$ cat src/rtl/multicycle_controller.sv
// multicycle_controller: Moore FSM sequencing a multicycle MIPS-style datapath.
module multicycle_controller #(
  parameter int STATE_W = 4
) (
  input  logic               clk,
  input  logic               reset,
  input  logic [5:0]         op,
  input  logic               zero,
  output logic               memwrite,
  output logic               irwrite,
  output logic               regwrite,
  output logic               iord,
  output logic               alusrca,
  output logic               regdst,
  output logic               memtoreg,
  output logic [1:0]         alusrcb,
  output logic [1:0]         pcsrc,
  output logic [1:0]         aluop,
  output logic               pcen,
  output logic [STATE_W-1:0] state
);
  localparam logic [STATE_W-1:0] FETCH    = STATE_W'(0);
  localparam logic [STATE_W-1:0] DECODE   = STATE_W'(1);
  localparam logic [STATE_W-1:0] MEMADR   = STATE_W'(2);
  localparam logic [STATE_W-1:0] MEMRD    = STATE_W'(3);
  localparam logic [STATE_W-1:0] MEMWB    = STATE_W'(4);
  localparam logic [STATE_W-1:0] MEMWR    = STATE_W'(5);
  localparam logic [STATE_W-1:0] EXECUTE  = STATE_W'(6);
  localparam logic [STATE_W-1:0] ALUWB    = STATE_W'(7);
  localparam logic [STATE_W-1:0] BRANCH   = STATE_W'(8);
  localparam logic [STATE_W-1:0] ADDIEXEC = STATE_W'(9);
  localparam logic [STATE_W-1:0] ADDIWB   = STATE_W'(10);
  localparam logic [STATE_W-1:0] JUMP     = STATE_W'(11);
  localparam logic [5:0] OP_LW   = 6'b100011;
  localparam logic [5:0] OP_SW   = 6'b101011;
  localparam logic [5:0] OP_RT   = 6'b000000;
  localparam logic [5:0] OP_BEQ  = 6'b000100;
  localparam logic [5:0] OP_ADDI = 6'b001000;
  localparam logic [5:0] OP_J    = 6'b000010;
  logic [STATE_W-1:0] state_q, state_d, dec_s;
  logic               pcwrite, branch;
  always_comb begin
    state_d = FETCH;
    case (state_q)
      FETCH:    state_d = DECODE;
      DECODE:   state_d = (op == OP_LW || op == OP_SW) ? MEMADR :
                          (op == OP_RT)   ? EXECUTE  :
                          (op == OP_BEQ)  ? BRANCH   :
                          (op == OP_ADDI) ? ADDIEXEC :
                          (op == OP_J)    ? JUMP     : FETCH;
      MEMADR:   state_d = (op == OP_LW) ? MEMRD : (op == OP_SW) ? MEMWR : FETCH;
      MEMRD:    state_d = MEMWB;
      EXECUTE:  state_d = ALUWB;
      ADDIEXEC: state_d = ADDIWB;
      default:  state_d = FETCH;
    endcase
  end
  always_ff @(posedge clk) begin
    state_q <= reset ? FETCH : state_d;
  end
  // Reset presents FETCH selects so the datapath sees a sane fetch setup.
  assign dec_s = reset ? FETCH : state_q;
  always_comb begin
    memwrite = 1'b0;
    irwrite  = 1'b0;
    regwrite = 1'b0;
    iord     = 1'b0;
    alusrca  = 1'b0;
    regdst   = 1'b0;
    memtoreg = 1'b0;
    alusrcb  = 2'b00;
    pcsrc    = 2'b00;
    aluop    = 2'b00;
    pcwrite  = 1'b0;
    branch   = 1'b0;
    case (dec_s)
      FETCH: begin
        irwrite = 1'b1;
        pcwrite = 1'b1;
        alusrcb = 2'b01;
      end
      DECODE:   alusrcb = 2'b11;
      MEMADR: begin
        alusrca = 1'b1;
        alusrcb = 2'b10;
      end
      MEMRD:    iord = 1'b1;
      MEMWB: begin
        regwrite = 1'b1;
        memtoreg = 1'b1;
      end
      MEMWR: begin
        iord     = 1'b1;
        memwrite = 1'b1;
      end
      EXECUTE: begin
        alusrca = 1'b1;
        aluop   = 2'b10;
      end
      ALUWB: begin
        regdst   = 1'b1;
        regwrite = 1'b1;
      end
      BRANCH: begin
        alusrca = 1'b1;
        aluop   = 2'b01;
        pcsrc   = 2'b01;
        branch  = 1'b1;
      end
      ADDIEXEC: begin
        alusrca = 1'b1;
        alusrcb = 2'b10;
      end
      ADDIWB:   regwrite = 1'b1;
      JUMP: begin
        pcsrc   = 2'b10;
        pcwrite = 1'b1;
      end
      default: ;
    endcase
    if (reset) begin
      memwrite = 1'b0;
      irwrite  = 1'b0;
      regwrite = 1'b0;
      pcwrite  = 1'b0;
      branch   = 1'b0;
    end
  end
  assign pcen  = pcwrite | (branch & zero);
  assign state = state_q;
endmodule
$ cat config.mk
export PLATFORM = sky130hd
export DESIGN_NAME = multicycle_controller
export DESIGN_NICKNAME = d
export VERILOG_FILES = /design/src/rtl/multicycle_controller.sv
export SDC_FILE = /design/constraint.sdc
export NUM_CORES = 1
export LEC_CHECK = 0
export BUFFER_PORTS_ARGS = -buffer_cell sky130_fd_sc_hd__buf_4
export CAP_MARGIN = 20
export CORE_AREA = 2 2 39 41
export DETAILED_ROUTE_END_ITERATION = 7
export DIE_AREA = 0 0 41 43
export PLACE_DENSITY = 0.67
export SKIP_LAST_GASP = 1
export SLEW_MARGIN = 20
export SYNTH_ARGS = -nofsm -noshare
export SYNTH_HDL_FRONTEND = slang
export SYNTH_SLANG_ARGS = --single-unit
$ cat constraint.sdc
create_clock -name clk -period 1.4 [get_ports clk]
set_input_delay 0.07 -clock clk [delete_from_list [all_inputs] [get_ports clk]]
set_output_delay 0.07 -clock clk [all_outputs]
set_load 0.1 [all_outputs]
Word-level counts from Yosys, hierarchy flattened
Index checks and enable logic that the tools add are counted. W data, S select, Z words.

Equal/unequal tests: 21. Multiplexer cells: 26. Bitwise gates (word level): 2. Reductions and logical operators: 9.

Operator list (number): $mux W4 (6); $pmux W4 S6 (1); $eq A4 B3 Y1 const B (5); $eq A4 B4 Y1 const B (5); $eq A4 B2 Y1 const B (4); $mux W1 (14); $eq A6 B6 Y1 const B (2); $eq A4 B1 Y1 const B (2); $logic_not A4 Y1 (2); $pmux W2 S2 (2); $eq A6 B2 Y1 const B (1); $eq A6 B3 Y1 const B (1); $eq A6 B4 Y1 const B (1); $logic_not A6 Y1 (1); $mux W3 (2); $pmux W2 S3 (1); $reduce_or A2 Y1 (3); $reduce_or A4 Y1 (1); $reduce_or A3 Y1 (1); $and A1 B1 Y1 (1); $logic_or A1 B1 Y1 (1); $or A1 B1 Y1 (1).

Flip-flop bits (word level): 4. Bits of input ports: 9.

Depth between registers and ports, before layout
Depth after elaboration: 7. Depth in mapped cells: 4. Mapped depth without buffers: 3.

Least setup slack after synthesis
OpenSTA, ideal clock, no wires.

Path type: reg2out. From: register state_q[1] (netlist: state[1]). To: output pcen. Data arrival time: 3.660 ns. Slack: -2.330 ns. Stages on the path, launching flop included: 4. Path buffers: 1. Cells stage by stage: dfxtp_1 buf_2 nand3_1 a211oi_1.

Cells in the longest elaborated chain, start to end: 6. Elaborated cells between the ends (all ways): 11. Classes of those cells: 2 x eq/ne; 5 x mux; 2 x bitwise; 2 x reduce/logical.

RTL lines: from (decl) (RTL line 40) `logic [STATE_W-1:0] state_q, state_d, dec_s;`; from (signal assigned) (RTL line 59) `state_q <= reset ? FETCH : state_d;`; $mux W4 * (RTL line 62) `assign dec_s = reset ? FETCH : state_q;`; $eq A4 B4 Y1 / $logic_not A4 Y1 (equally long branches) (RTL line 76) `case (dec_s)`; $reduce_or A2 Y1 (no line) / $mux W1 (equally long branches); $mux W1 (on tied branches) (RTL line 76, 121); $mux W1 / $and A1 B1 Y1 (equally long branches) (RTL line 121, 129); $or A1 B1 Y1 * (RTL line 129) `assign pcen = pcwrite | (branch & zero);`; to (decl) (RTL line 19) `output logic pcen,`.

Mark *: on every way between the ends. The rest lies on a longest branch, timed or not.

Worst setup path in the final report
From: register state_q[3] (netlist: state[3]). To: register state_q[1] (netlist: state[1]).

Cells in the longest elaborated chain, start to end: 2. Elaborated cells between the ends (all ways): 7. Classes of those cells: 5 x eq/ne; 1 x mux; 1 x reduce/logical.

RTL lines: $eq A4 B4 Y1 (tied with other cells) (RTL line 44) `case (state_q)`; $pmux W4 S6 * (RTL line 44).

Marked as above. A chain may end at the register's enable or synchronous reset.

==> metrics.yaml <==
run_status:
  run_status: "finished with violations"
  violations: "negative setup slack"
drt:
  route.detailed.drc: 0
  drt-wirelength-per-cell_um: 15.9
  dr_total_vias: 693
  route.final.wire_length_um: 1910
  detail_route.first_pass.iterations: 4
  detail-route-antenna-nets: 0
  initialDrtViolationCount: 27
  route.detailed.vias_per_inst: 5.78
global_route:
  groute.usage.overall: 0.224
  first_global_vias: 599
  grt_max_degree: 13
  grt_pass1_wl_um: 2650
  overflow: 0
  antenna_found_initial: 0
clock_network:
  clk_latency_ns: 0.25
  clk_pin_slew_ns: 0.05
  cts-root-buf: "sky130_fd_sc_hd__clkbuf_4"
  clock_buffer_count_from_cts: 3
  holdBufCountCts: 0
  cts_num_sinks: 4
  tritoncts: "built"
  htree_num_levels: 1
  clk_path_buf_depth: 2
logic_synthesis:
  syn-instance-count: 67
  yosys.area.top_type_share: 0.169
  synth.yosys.warnings: 0
  synth.yosys.seq_area_share: 0.169
  mappedNetlistArea_um2: 473
  postSynthRegisterBits: 4
  synth.area.top_cells: "sky130_fd_sc_hd__dfxtp_1 17%, sky130_fd_sc_hd__nor3_1 9.5%, sky130_fd_sc_hd__nor2_1 6.3%"
  main_combinational_cell_family_by_area_after_synthesis: "simple AND/OR/NAND/NOR gates"
  post_synth_fa_ha_maj_area_fraction: 0
  synth.avg_cell_area_um2: 7.06
  synth_compound_area_frac: 0.196
  yosys.area_share.simple: 0.487
  biggest_area_consumer_among_synthesized_cells: "sky130_fd_sc_hd__dfxtp_1"
  synthXorXnorAreaFrac: 0.0556
  share_of_synthesized_area_spent_on_multiplexers: 0
  syn-num-nets: 76
  synth_cell_type_count: 33
finish:
  multiInputGateArea_um2: 489
  finish.utilization: 0.805
  number_of_inserted_diodes: 0
  fin_nets: 115
  drive_above_1_share: 0.644
  count_of_fill_cells_added_during_filler_insertion: 93
  sequential_cell_area_um2: 95.1
  max_reg_flops: 4
  syn2layout_area_growth_pct: 135
timing:
  final-setup-viol-count: 9
  slew-limit-headroom: 0.804
  rsz0062_at_grt: "true"
  final-max-slew-violation-count: 0
  worst_setup_skew_after_layout_ns: 0.0100
  final_hold_viol_count: 0
  worst_slack_ns: -0.0743
  max_freq_ghz: 0.678
  layout_worst_path_cycle_share: 1.05
  worstMarginPinSlew_ns: 0.293
  final.min_clock_period_ns: 1.47
setup_path:
  worstPathArrival_ns: 1.64
  reg2reg_depth: 4
  timing_worst_setup_path_type: "reg -> reg"
  crit_fanout: 7
  r2r-start: "state[3]"
  timing.critical_path.to: "state[1]"
  critical_path.cell_chain: "buf_2, buf_4, or4_4, o221ai_2"
  setup.worst_path.start_class: "flop"
  cp_slowest_stage_delay_ns: 0.50
  worst_setup_path_end_kind: "flop"
  worst_setup_path_startpoint: "state[3]"
  slowest_stage: "sky130_fd_sc_hd__or4_4"
  critPathRequiredTime_ns: 1.56
  setup_slack_of_the_worst_register_to_register_path_ns: -0.07
  r2r_end: "state[1]"
pwr:
  irDropWorstVdd_v: 0.000475
  cellLeakagePower_nw: 0.446
  power_per_cell_area_nw_per_um2: 469
die:
  rows: 14
  initial_core_util: 0.342
  die-width_um: 41
  die_h_um: 43
  floorplan.io_pins: 27
  placeableCoreArea_um2: 1380
  dieArea_um2: 1760
job:
  max_cap_viol_count: 0
placement:
  dp.final_hpwl_um: 1090
  place.port_buffers: 26
  place_worst_setup_slack_ns: 0.0329
  gp_congestion: 0.751
hold_path:
  min_path_type: "in -> reg"
==> synthesized netlist by cell type <==
cell type,count
sky130_fd_sc_hd__a211oi_1,1
sky130_fd_sc_hd__a21boi_0,1
sky130_fd_sc_hd__a21oi_1,1
sky130_fd_sc_hd__a221oi_1,1
sky130_fd_sc_hd__a31oi_1,1
sky130_fd_sc_hd__and3_1,2
sky130_fd_sc_hd__buf_1,1
sky130_fd_sc_hd__buf_2,2
sky130_fd_sc_hd__buf_4,1
sky130_fd_sc_hd__buf_6,1
sky130_fd_sc_hd__clkbuf_1,1
sky130_fd_sc_hd__dfxtp_1,4
sky130_fd_sc_hd__inv_1,2
sky130_fd_sc_hd__nand2_1,2
sky130_fd_sc_hd__nand2b_1,2
sky130_fd_sc_hd__nand2b_4,1
sky130_fd_sc_hd__nand3_1,4
sky130_fd_sc_hd__nand4_1,3
sky130_fd_sc_hd__nand4b_1,1
sky130_fd_sc_hd__nor2_1,8
sky130_fd_sc_hd__nor2b_1,1
sky130_fd_sc_hd__nor3_1,9
sky130_fd_sc_hd__nor4b_1,2
sky130_fd_sc_hd__o211ai_1,1
sky130_fd_sc_hd__o21a_1,1
sky130_fd_sc_hd__o21ai_0,2
sky130_fd_sc_hd__o221ai_2,1
sky130_fd_sc_hd__o22a_1,2
sky130_fd_sc_hd__or2_2,2
sky130_fd_sc_hd__or2b_1,1
sky130_fd_sc_hd__or3_1,1
sky130_fd_sc_hd__or4_4,1
sky130_fd_sc_hd__xor2_1,3
==> stage by stage <==
step	cell area [um^2]	TNS [ns]	total power, mW	hold WS [ns]	std cells
floorplan	646	-4.16	0.278	0.215	67
global placement	855	0	0.329	0.339	110
detailed placement	855	0	0.332	0.340	110
CTS	1060	-0.255	0.510	0.0834	119
global route	1110	-0.749	0.542	0.116	120
finish	1110	-0.366	0.522	0.108	120
==> power breakdown <==
part           internal (mW)  switching [mW]  leakage (nW)  total [mW]
sequential             0.113         0.00700        0.0355       0.120
combinational         0.0919           0.154         0.396       0.245
clock                 0.0968          0.0602        0.0138       0.157
==> layout make-up <==
type                            count  area share
Inverter                            2     0.00674
Multi-Input combinational cell     55       0.439
Clock buffer                        3      0.0202
Tap cell                           16      0.0180
Timing Repair Buffer               40       0.430
Sequential cell                     4      0.0854
==> routing by layer <==
metal,vias up,part of all wire,global-route usage
li1,322,-,-
met1,327,0.39,0.249
met2,36,0.52,0.381
met3,8,0.054,0.0314
met4,0,0.036,0.120
met5,-,0,0
==> cell families after synthesis <==
| logic type | count (synthesis) |
|---|---|
| AND/OR/NAND/NOR | 40 |
| AO/OA/AOI/OAI | 12 |
| buffers and inverters | 8 |
| flip-flops | 4 |
| XOR/XNOR | 3 |
==> critical path: cells and delay by family, from the launching register on <==
kind,cells,cell delay [ns]
flip-flops,1,0.37
buffers and inverters,2,0.34
AND/OR/NAND/NOR,1,0.50
AO/OA/AOI/OAI,1,0.18
==> worst min path at each step <==
stage	start	end	slack, ns	cells after the start
5_1_grt	reset	state[1]	0.12	2
3_3_place_gp	reset	state[1]	0.34	2
6_report	reset	state[1]	0.11	2
3_5_place_dp	reset	state[1]	0.34	2
4_1_cts	reset	state[1]	0.08	2
2_1_floorplan	op[2]	state[3]	0.22	2
==> layout by cell type (no fill, tap or decap), types with 2 or more instances in the layout <==
cell,count
sky130_fd_sc_hd__nand2_1,2
sky130_fd_sc_hd__nand4_1,3
sky130_fd_sc_hd__nor3_4,6
sky130_fd_sc_hd__xor2_1,3
sky130_fd_sc_hd__or2_4,2
sky130_fd_sc_hd__inv_1,2
sky130_fd_sc_hd__nor4b_1,2
sky130_fd_sc_hd__dfxtp_4,4
sky130_fd_sc_hd__nand3_1,4
sky130_fd_sc_hd__o22a_1,2
sky130_fd_sc_hd__buf_6,3
sky130_fd_sc_hd__nor3_1,3
sky130_fd_sc_hd__nor2_4,3
sky130_fd_sc_hd__clkbuf_4,3
sky130_fd_sc_hd__nand2b_4,3
sky130_fd_sc_hd__nor2_1,5
sky130_fd_sc_hd__buf_4,22
sky130_fd_sc_hd__buf_12,13
==> what timing repair did <==
| action | 4_1_cts | 5_1_grt |
|---|---|---|
| cloned | 0 | 0 |
| resized for setup | 35 | 11 |
| buffers inserted | 6 | 1 |
| setup endpoints to repair | 13 | 14 |
| pin swaps | 6 | 3 |
(Power assumes the default switching activity.)
